==> src/rtl/button_debouncer.sv <==
// Push-button debouncer: two-flop synchronizer, stability counter, and a
// registered rising-edge pulse on the debounced level.
module button_debouncer #(
    parameter int unsigned STABLE_CYCLES = 1000000,
    parameter int unsigned CNT_W         = $clog2(STABLE_CYCLES)
) (
    input  logic clk,
    input  logic reset,
    input  logic in,
    output logic clean,
    output logic pos_edge
);

    localparam logic [CNT_W-1:0] CNT_MAX = CNT_W'(STABLE_CYCLES - 1);

    logic             sync1_q, sync2_q;
    logic [CNT_W-1:0] cnt_q, cnt_d;
    logic             clean_q, clean_d;
    logic             pos_edge_q, pos_edge_d;

    always_comb begin
        cnt_d      = '0;
        clean_d    = clean_q;
        pos_edge_d = 1'b0;
        if (sync2_q != clean_q) begin
            // Any return to the clean level lands in the default branch and
            // drops the partial count.
            if (cnt_q == CNT_MAX) begin
                clean_d    = sync2_q;
                pos_edge_d = sync2_q;
            end else begin
                cnt_d = cnt_q + CNT_W'(1);
            end
        end
    end

    always_ff @(posedge clk) begin
        if (!reset) begin
            sync1_q    <= 1'b0;
            sync2_q    <= 1'b0;
            cnt_q      <= '0;
            clean_q    <= 1'b0;
            pos_edge_q <= 1'b0;
        end else begin
            sync1_q    <= in;
            sync2_q    <= sync1_q;
            cnt_q      <= cnt_d;
            clean_q    <= clean_d;
            pos_edge_q <= pos_edge_d;
        end
    end

    assign clean    = clean_q;
    assign pos_edge = pos_edge_q;

endmodule

==> config.mk <==
export PLATFORM = sky130hd
export DESIGN_NAME = button_debouncer
export DESIGN_NICKNAME = d
export VERILOG_FILES = /design/src/rtl/button_debouncer.sv
export SDC_FILE = /design/constraint.sdc
export NUM_CORES = 1
export LEC_CHECK = 0
export CORE_UTILIZATION = 45
export CTS_BUF_LIST = sky130_fd_sc_hd__clkbuf_8
export DETAILED_ROUTE_END_ITERATION = 10
export GPL_ROUTABILITY_DRIVEN = 1
export PLACE_DENSITY = 0.63
export SYNTH_ARGS = -nofsm -noshare
export SYNTH_HDL_FRONTEND = slang
export SYNTH_SLANG_ARGS = --single-unit
==> constraint.sdc <==
create_clock -name clk -period 3.65 [get_ports clk]
set_clock_uncertainty 0.05 [all_clocks]
set_input_delay 0.9125 -clock clk [delete_from_list [all_inputs] [get_ports clk]]
set_output_delay 0.9125 -clock clk [all_outputs]
set_load 0.05 [all_outputs]
# Yosys cells after proc, flatten, opt, wreduce, memory -nomap -nowiden
# Cells that the tools add are included.
word_totals:
  register_bits: 24
  latch_bits: 0
  ramBits: 0
  romBits: 0
  in_bits: 3
  output_inout_bits: 2
  elab_cells: 13
  memories: 0
op_classes:
  n_addsub: 1
  multipliers: 0
  div_mod_pow: 0
  magnitude_cmp: 0
  n_eq_ne: 2
  n_shift: 0
  mux: 0
  bitwise_logic: 2
  n_reduce_logical: 3
ops:
  columns: ["op", "count"]
  rows:
  - ["20-bit by 1-bit adder with 20-bit output, second input constant", 1]
  - ["20-bit equality test, second input constant", 1]
  - ["3-bit AND reduction", 1]
  - ["3-bit OR reduction", 1]
  - ["1-bit inverter", 2]
  - ["2-bit AND reduction", 1]
  - ["1-bit inequality test", 1]

# Depth between registers and ports, before layout
# Gate-level depths: netlist (run 1).
logic_depth:
  ltp_word: 3
  depth_mapped: 6
  ltp_nobuf: 5

# Worst setup path after synthesis (run 1)
# Ideal clock, no wire load.
synth_timing:
  kind: "register to register"
  start: "register cnt_q[0]"
  end: "register cnt_q[18]"
  setup_ps: 71
  arrival_time_ps: 1876
  required_ps: 3529
  setup_slack_ps: 1654
  stages_incl_launch_ff: 7
  path_buffers: 1
  synth_period_minus_slack_ps: 1996
  path_cell_list: "dfxtp_1 -> ha_1 -> nand2_1 -> or4_1 -> buf_2 -> or4_1 -> a21oi_1"
synth_via:
  elab_chain_cells: 2
  elab_cells_between_ends: 3
  cone_classes: "add/sub: 1; eq/ne: 1; reduce/logical: 1"
synth_lines:
  columns: ["element", "line", "text"]
  rows:
  - ["start, declared", "17", "logic [CNT_W-1:0] cnt_q, cnt_d;"]
  - ["start signal, assigned", "47", "cnt_q <= cnt_d;"]
  - ["branches (longest 2 deep; another with 20-bit by 1-bit adder with 20-bit output)", null, null]
# Several ways; the timed one is not identified.
# A chain may end at the register's enable or synchronous reset.

# Final worst setup path (run 1)
layout_timing:
  start: "register clean_q, in the netlist clean"
  end: "output port clean"
layout_lines:
  columns: ["element", "line", "text"]
  rows:
  - ["start, declared", "18", "logic clean_q, clean_d;"]
  - ["start signal, assigned", "48", "clean_q <= clean_d;"]
  - ["end, declared", "10", "output logic clean,"]
# No word-level cell between the ends.

==> run_results.csv, run 1 <==
group,metric,value,unit
outcome,outcome,"completed",
timing,worst_slew_pin_slew,494,ps
yosys,avgSynthCellArea,8.88,sq um
placement,place_inst,148,
worst_setup_path,required,2690,ps
pwr,powerDensity,381,nW/um^2
yosys,muxShareOfSynthArea,0,
global_routing,overflow,0,
timing,rsz0062_at_grt,"no",
cells_and_area,fillers,198,
cells_and_area,mostFrequentLayoutCells,"dfxtp_1, nor2_1, nand2_1",
cts,clkLatencyLatePin,260,ps
cts,clk_pin_slew,80,ps
pwr,p_leak,0.353,nW
yosys,synth_top_family_by_area,"simple AND/OR/NAND/NOR gates",
worst_setup_path,startpoint_type,"register",
drt,drc,0,
timing,hold_viol,0,
global_routing,grt.total_usage,0.162,
global_routing,grt_max_degree,21,
global_routing,antenna_found_initial,0,
worst_setup_path,worstPathCellList,"clkdlybuf4s50_1",
yosys,synth_xor_area_frac,0.109,
cts,cts_hold_buf,0,
drt,dr_total_vias,830,
yosys,synth_warnings,0,
yosys,yosysSeqAreaShare,0.459,
cells_and_area,final_common_cell,"dfxtp_1",
worst_setup_path,arrival,1470,ps
floorplan,die-area,2520,sq um
timing,slew_headroom,0.666,
timing,fmax,412,MHz
worst_setup_path,path_delay_family,"buffers and inverters",
timing,period_needed,2430,ps
run,maxCapViolCount,0,
drt,viasPerCell,5.46,
cts,cts_resized,0,
floorplan,floorplan.initialDensity,0.473,
worst_setup_path,endpoint_kind,"output port",
timing,setup_viol,0,
yosys,synth-seq-cells,24,
placement,place_area,1120,sq um
worst_setup_path,critPathBufInv,1,
floorplan,io_pins,5,
worst_setup_path,reg2reg_slack,1500,ps
worst_setup_path,cpPeakStageDelay,820,ps
yosys,synth_compound_area_frac,0.0836,
worst_setup_path,crit_type,"reg -> out",
yosys,synthAdderAreaFrac,0.0119,
drt,dr.first_iter.drc_count,25,
cells_and_area,syn_to_final_growth,11.9,%
placement,portBuffers,4,
yosys,synth_cells,118,
yosys,syn-cell-area,1050,sq um
floorplan,die_y,50.2,um
cts,post_cts_buffers,0,
drt,ant_nets,0,
cts,numCtsBuffers,3,
drt,drt_wl_total,1820,um
cells_and_area,nets,129,
global_routing,grt_pass1_wl,3130,um
global_routing,grt_pass1_vias,730,
hold_path,hold_path_class,"reg -> reg",
placement,gp_congestion,0.740,
floorplan,core-area,2210,sq um
floorplan,die_x,50.2,um
worst_setup_path,crit_fanout,4,
yosys,synth-simple-area-share,0.311,
cells_and_area,final-instance-count-excl-fill,152,
drt,routedWlPerCell,12.0,um
cts,cts_num_sinks,24,
pwr,vdd_drop_max,236,uV
floorplan,rows,17,
cts,cts_root_buf,"clkbuf_8",
cts,clock_path_buffers,2,
cells_and_area,stdcell_area,1170,sq um
timing,period_share,0.665,
yosys,syn_nets,122,
timing,final.setup.tns,0,ps
pwr,power.total,0.446,mW
timing,finalMaxSlewViolations,0,
cells_and_area,antennaDiodeCount,0,
cts,h-tree-depth,1,
yosys,synthDistinctLibCells,27,
cells_and_area,drive_gt1_frac,0.0484,
cells_and_area,postLayoutCoreUtil,0.530,
drt,dr.pass1.iters,5,
placement,post-dp-hpwl,1310,um
worst_setup_path,critPathSlowestCell,"clkdlybuf4s50_1",
cts,cts_tree,"yes",
-- power breakdown --
group	internal [mW]	total, mW	switching, mW
combinational	0.00342	0.00648	0.00306
clock	0.0960	0.176	0.0798
sequential	0.263	0.264	0.000902
total	0.362	0.446	0.0838
-- state kept, by name, summed over array words and instances (netlist names) --
register,cells
clean,1
cnt_q,20
pos_edge,1
sync1_q,1
sync2_q,1
-- through the flow --
| step | hold WS [ps] | setup WS [ps] |
|---|---|---|
| 2_1_floorplan | 362 | 1650 |
| 3_3_place_gp | 367 | 1530 |
| 3_5_place_dp | 382 | 1510 |
| 4_1_cts | 404 | 1220 |
| 5_1_grt | 444 | 1180 |
| 6_report | 399 | 1220 |
-- synthesized netlist by cell type --
master	count	share of area
dfxtp_1	24	0.46
and2_1	2	0.012
o31ai_1	3	0.022
and4_1	1	0.0084
nor4b_1	2	0.017
inv_1	4	0.014
nand4_4	1	0.020
xnor2_1	7	0.059
nor2_1	14	0.050
o21ai_0	4	0.019
nand2_1	8	0.029
nor2b_1	1	0.0060
buf_2	1	0.0048
nand4_1	5	0.030
ha_1	1	0.012
or4_1	5	0.036
nor4_1	2	0.012
a21boi_0	1	0.0072
or3_1	4	0.024
clkbuf_1	2	0.0072
a21oi_1	6	0.029
and3_1	2	0.012
nor3b_1	1	0.0072
nand3_1	7	0.033
o211ai_1	1	0.0072
xor2_1	6	0.050
nor3_1	3	0.014
-- per-layer routing --
metal	wire length, um	global-route usage	part of all wire	up-vias
li1	-	-	-	434
met1	917	0.227	0.50	378
met2	836	0.249	0.46	16
met3	53	0.0273	0.029	2
met4	9	0.0571	0.0050	0
met5	0	0	0	-
-- cell type report --
class / instances / area (sq um) / area share
well taps: 28 / 35.0 / 0.0299
inverters: 4 / 15.0 / 0.0128
flip-flops and latches: 24 / 480 / 0.410
clock buffers: 4 / 55.1 / 0.0470
multi-input cells: 87 / 539 / 0.460
repair buffers: 5 / 47.5 / 0.0406
-- cell families (layout without fill, tap and decap cells) --
logic type / count (synthesis) / in the layout
fa+ha+maj: 1 / 1
simple gates: 58 / 58
buf+inv: 7 / 13
xor+xnor: 13 / 13
compound gates: 15 / 15
flops: 24 / 24
-- path summary, 6_finish.rpt --
kind	start	to	depth (start not counted)
min reg2reg	sync1_q$_SDFF_PN0_	sync2_q$_SDFF_PN0_	1
max reg2reg	cnt_q[0]$_SDFF_PP0_	cnt_q[18]$_SDFF_PP0_	5
max	clean$_SDFFE_PN0P_	clean	1
min	sync1_q$_SDFF_PN0_	sync2_q$_SDFF_PN0_	1
Note: power is estimated with default switching activity, not from simulation.
==> run 2: changes to the inputs <==
--- a/config.mk
+++ b/config.mk
@@ -9,7 +9,7 @@
 export CTS_BUF_LIST = sky130_fd_sc_hd__clkbuf_8
 export DETAILED_ROUTE_END_ITERATION = 10
 export GPL_ROUTABILITY_DRIVEN = 1
-export PLACE_DENSITY = 0.63
+export PLACE_DENSITY = 0.66
 export SYNTH_ARGS = -nofsm -noshare
 export SYNTH_HDL_FRONTEND = slang
 export SYNTH_SLANG_ARGS = --single-unit
==> constraint.sdc (replaced) <==
create_clock -name clk -period 2.15 [get_ports clk]
set_clock_uncertainty 0.05 [all_clocks]
set_input_delay 0.5375 -clock clk [delete_from_list [all_inputs] [get_ports clk]]
set_output_delay 0.5375 -clock clk [all_outputs]
set_load 0.05 [all_outputs]
==> run 2 against run 1 <==
  * Wire length fell by 1.0%
  * Critical path depth stayed put
  * Worst setup slack got worse by 1100 ps
  * Worst hold slack got worse by 11 ps
  * Clock power up 42%
  * Non-clock buffer count grew 3
  * First-iteration DRC count shrank 64%
  * Critical path type unchanged
  * Critical endpoint unchanged
  * Highest routed layer unchanged
==> run_results.csv, run 2 (synthesis results as in run 1) <==
group,metric,value,unit
global_routing,grt_max_degree,13,
worst_setup_path,crit_fanout,4,
cells_and_area,postLayoutCoreUtil,0.536,
placement,pre_cts_ws,114,ps
timing,layout_setup_ws,92.8,ps
placement,portBuffers,4,
worst_setup_path,cpPeakStageDelay,820,ps
cells_and_area,stdcell_area,1180,sq um
pwr,p_sw,0.132,mW
timing,period_share,0.957,
placement,post-dp-hpwl,1350,um
floorplan,io_pins,5,
timing,finalMaxSlewViolations,0,
timing,worst_slew_pin_slew,486,ps
timing,rsz0062_at_grt,"no",
pwr,power.total,0.710,mW
cells_and_area,syn_to_final_growth,13.1,%
cts,clock_path_buffers,2,
worst_setup_path,path_delay_family,"buffers and inverters",
run,maxCapViolCount,0,
worst_setup_path,worstPathCellList,"clkdlybuf4s50_1",
drt,dr_total_vias,835,
global_routing,grt_pass1_wl,3300,um
timing,hold_viol,0,
timing,period_needed,2060,ps
pwr,combPwrFrac,0.016,
worst_setup_path,required,1560,ps
cells_and_area,final_common_cell,"dfxtp_1",
drt,drc,0,
floorplan,die_y,50.2,um
pwr,seq_power_share,0.631,
global_routing,grt_pass1_vias,794,
drt,dr.first_iter.drc_count,9,
pwr,pwr-share-clk,0.353,
cts,cts_tree,"yes",
drt,viasPerCell,5.42,
pwr,swShare,0.186,
cells_and_area,drive_gt1_frac,0.0714,
floorplan,rows,17,
worst_setup_path,critPathBufInv,1,
cells_and_area,top_register,"cnt_q",
worst_setup_path,arrival,1470,ps
cells_and_area,antennaDiodeCount,0,
cts,clkLatencyLatePin,260,ps
timing,fmax,486,MHz
worst_setup_path,startpoint_type,"register",
cells_and_area,nets,132,
drt,routedWlPerCell,11.7,um
cts,cts_num_sinks,24,
drt,dr.pass1.iters,5,
placement,place_area,1140,sq um
hold_path,hold_path_class,"reg -> reg",
drt,drt_wl_total,1800,um
cells_and_area,mostFrequentLayoutCells,"dfxtp_1, nor2_1, nand2_1",
worst_setup_path,crit_type,"reg -> out",
timing,setup_viol,0,
timing,slew_headroom,0.675,
pwr,vdd_drop_max,394,uV
pwr,p_leak,0.363,nW
floorplan,die_x,50.2,um
cts,numCtsBuffers,3,
pwr,p_int,0.578,mW
outcome,outcome,"completed",
global_routing,antenna_found_initial,0,
cells_and_area,largest_reg_flops,20,
floorplan,core-area,2210,sq um
cts,h-tree-depth,1,
placement,place_inst,151,
worst_setup_path,critPathSlowestCell,"clkdlybuf4s50_1",
placement,gp_congestion,0.803,
global_routing,overflow,0,
worst_setup_path,endpoint_kind,"output port",
timing,whs,389,ps
floorplan,floorplan.initialDensity,0.473,
floorplan,die-area,2520,sq um
global_routing,grt.total_usage,0.174,
cells_and_area,final-instance-count-excl-fill,154,
drt,ant_nets,0,
cts,clk_pin_slew,70,ps
cts,post_cts_buffers,0,
cts,cts_root_buf,"clkbuf_8",
timing,final.setup.tns,0,ps
pwr,powerDensity,599,nW/um^2
-- run 2: cell types whose count changed in the layout (fill, tap and decap cells not counted), sizes merged --
cell    change
clkbuf      -1
buf         +3
-- run 2: area by class of cell --
class,count,area [sq um]
Inverter,4,15.0
Fill cell,204,1030
Timing Repair Buffer,8,70.1
Multi-Input combinational cell,87,543
Tap cell,28,35.0
Clock buffer,3,41.3
Sequential cell,24,480
-- run 2: worst paths after layout --
| check | end | slack, ps | from | cells past startpoint |
|---|---|---|---|---|
| setup / recovery | clean | 90 | clean$_SDFFE_PN0P_ | 1 |
| hold reg to reg | sync2_q$_SDFF_PN0_ | 390 | sync1_q$_SDFF_PN0_ | 1 |
| hold / removal | sync2_q$_SDFF_PN0_ | 390 | sync1_q$_SDFF_PN0_ | 1 |
| setup reg to reg | cnt_q[18]$_SDFF_PP0_ | 180 | cnt_q[3]$_SDFF_PP0_ | 4 |
-- run 2: power by group through the flow --
stage / clock [mW] / combinational, mW / sequential, mW
4_1_cts: 0.256 / 0.0118 / 0.448
3_3_place_gp: 0 / 0.0116 / 0.458
3_5_place_dp: 0 / 0.0117 / 0.459
6_report: 0.250 / 0.0116 / 0.448
2_1_floorplan: 0 / 0.00535 / 0.458
5_1_grt: 0.278 / 0.0135 / 0.449
-- run 2: layer usage --
layer,up-vias,track usage,routed length (um)
met5,-,0,0
met4,0,0.100,27
met3,4,0.0273,31
met2,7,0.289,861
met1,383,0.210,878
li1,441,-,-
-- run 2: timing repair --
item	4_1_cts	5_1_grt
gates resized for setup	0	1
hold buffers	0	0
endpoints found under the setup margin	0	1
==> run 3: changes to the inputs <==
--- a/config.mk
+++ b/config.mk
@@ -5,11 +5,12 @@
 export SDC_FILE = /design/constraint.sdc
 export NUM_CORES = 1
 export LEC_CHECK = 0
-export CORE_UTILIZATION = 45
+export CORE_ASPECT_RATIO = 0.7
+export CORE_UTILIZATION = 50
 export CTS_BUF_LIST = sky130_fd_sc_hd__clkbuf_8
 export DETAILED_ROUTE_END_ITERATION = 10
 export GPL_ROUTABILITY_DRIVEN = 1
-export PLACE_DENSITY = 0.66
+export PLACE_DENSITY = 0.72
 export SYNTH_ARGS = -nofsm -noshare
 export SYNTH_HDL_FRONTEND = slang
 export SYNTH_SLANG_ARGS = --single-unit
==> run 3 against run 2 <==
  * Count of clock-buffer cells in the layout unchanged
  * Worst setup slack got worse by 2.6 ps
  * Largest power group unchanged
  * Maximum frequency decreased by 0.13%
  * Final cell count decreased by 3.9%
  * Wire length increased by 12%
  * Critical path depth unchanged
  * Sequential cell count unchanged
  * Clock power increased by 3%
  * Worst hold slack improved by 12 ps
  * Combinational power increased by 5%
  * Utilization increased by 7.6 points
  * Via count increased by 5.5%
==> run_results.csv, run 3 (synthesis results as in run 1) <==
group,metric,value,unit
timing,whs,401,ps
worst_setup_path,path_delay_family,"buffers and inverters",
cells_and_area,antennaDiodeCount,0,
global_routing,grt.total_usage,0.206,
timing,final.setup.tns,0,ps
run,maxCapViolCount,0,
pwr,vdd_drop_max,544,uV
global_routing,antenna_found_initial,0,
floorplan,die_y,40.3,um
cells_and_area,mostFrequentLayoutCells,"dfxtp_1, nor2_1, nand2_1",
drt,dr.pass1.iters,4,
timing,slew_headroom,0.673,
pwr,powerDensity,611,nW/um^2
pwr,seq_power_share,0.625,
worst_setup_path,startpoint_type,"register",
global_routing,grt_pass1_wl,3420,um
worst_setup_path,crit_fanout,4,
cts,clock_path_buffers,2,
cts,cts_resized,0,
drt,ant_nets,0,
floorplan,rows,13,
global_routing,grt_max_degree,13,
cells_and_area,syn_to_final_growth,12.1,%
worst_setup_path,endpoint_kind,"output port",
cells_and_area,nets,132,
worst_setup_path,critPathBufInv,1,
timing,period_needed,2060,ps
placement,gp_congestion,0.772,
outcome,outcome,"completed",
worst_setup_path,cpPeakStageDelay,820,ps
global_routing,overflow,0,
cts,h-tree-depth,1,
cts,clkLatencyLatePin,260,ps
worst_setup_path,required,1560,ps
cells_and_area,final_common_cell,"dfxtp_1",
timing,rsz0062_at_grt,"no",
drt,drt_wl_total,2010,um
floorplan,die_x,56.7,um
drt,drc,0,
timing,fmax,485,MHz
pwr,p_leak,0.361,nW
pwr,p_sw,0.139,mW
cts,cts_tree,"yes",
pwr,combPwrFrac,0.017,
drt,dr_total_vias,881,
worst_setup_path,crit_type,"reg -> out",
pwr,pwr-share-clk,0.358,
placement,portBuffers,4,
cells_and_area,drive_gt1_frac,0.0635,
floorplan,core-area,1920,sq um
hold_path,hold_path_class,"reg -> reg",
timing,worst_slew_pin_slew,489,ps
cts,cts_hold_buf,0,
global_routing,grt_pass1_vias,805,
drt,viasPerCell,5.95,
floorplan,io_pins,5,
worst_setup_path,worstPathCellList,"clkdlybuf4s50_1",
drt,dr.first_iter.drc_count,22,
cells_and_area,top_register,"cnt_q",
floorplan,die-area,2280,sq um
placement,post-dp-hpwl,1480,um
cts,cts_root_buf,"clkbuf_8",
cts,post_cts_buffers,0,
pwr,swShare,0.194,
cts,cts_num_sinks,24,
pwr,p_int,0.578,mW
timing,finalMaxSlewViolations,0,
timing,period_share,0.958,
cts,numCtsBuffers,3,
timing,setup_viol,0,
floorplan,floorplan.initialDensity,0.546,
drt,routedWlPerCell,13.6,um
timing,hold_viol,0,
cts,clk_pin_slew,80,ps
cells_and_area,largest_reg_flops,20,
worst_setup_path,arrival,1470,ps
worst_setup_path,critPathSlowestCell,"clkdlybuf4s50_1",
[run 3: per-stage QoR]
step,setup slack [ps],utilization,power (mW),instance area [sq um],cells
2_1_floorplan,154,-,0.463,1050,118
3_3_place_gp,209,0.590,0.470,1130,145
3_5_place_dp,139,0.590,0.471,1130,145
4_1_cts,87.5,0.611,0.723,1170,148
5_1_grt,34.3,0.611,0.749,1170,148
6_report,90.2,0.611,0.717,1170,148
[run 3: area by class of cell]
type / instances / area, sq um
clock buffer: 3 / 41.3
fill: 168 / 746
inverter: 4 / 15.0
multi-input combinational: 87 / 539
sequential: 24 / 480
tap: 22 / 27.5
timing repair buffer: 8 / 70.1
[run 3: layer usage]
layer  track usage  wire length [um]  up-vias
met5             0                 0        -
met4         0.119                51        0
met3        0.0677                90        6
met1         0.246               982      416
li1              -                 -      439
met2         0.339               882       20
[run 3: path summary, 6_finish.rpt]
kind / startpoint / end / slack (ps) / cells after the start
min reg2reg: sync1_q$_SDFF_PN0_ / sync2_q$_SDFF_PN0_ / 400 / 1
min: sync1_q$_SDFF_PN0_ / sync2_q$_SDFF_PN0_ / 400 / 1
max reg2reg: cnt_q[0]$_SDFF_PP0_ / cnt_q[18]$_SDFF_PP0_ / 110 / 5
max: clean$_SDFFE_PN0P_ / clean / 90 / 1
[run 3: power by group through the flow]
stage          Clock (mW)  Combinational, mW  Sequential, mW
6_report            0.257             0.0122           0.448
2_1_floorplan           0            0.00535           0.458
5_1_grt             0.287             0.0135           0.449
3_5_place_dp            0             0.0121           0.459
4_1_cts             0.263             0.0121           0.448
3_3_place_gp            0             0.0117           0.458
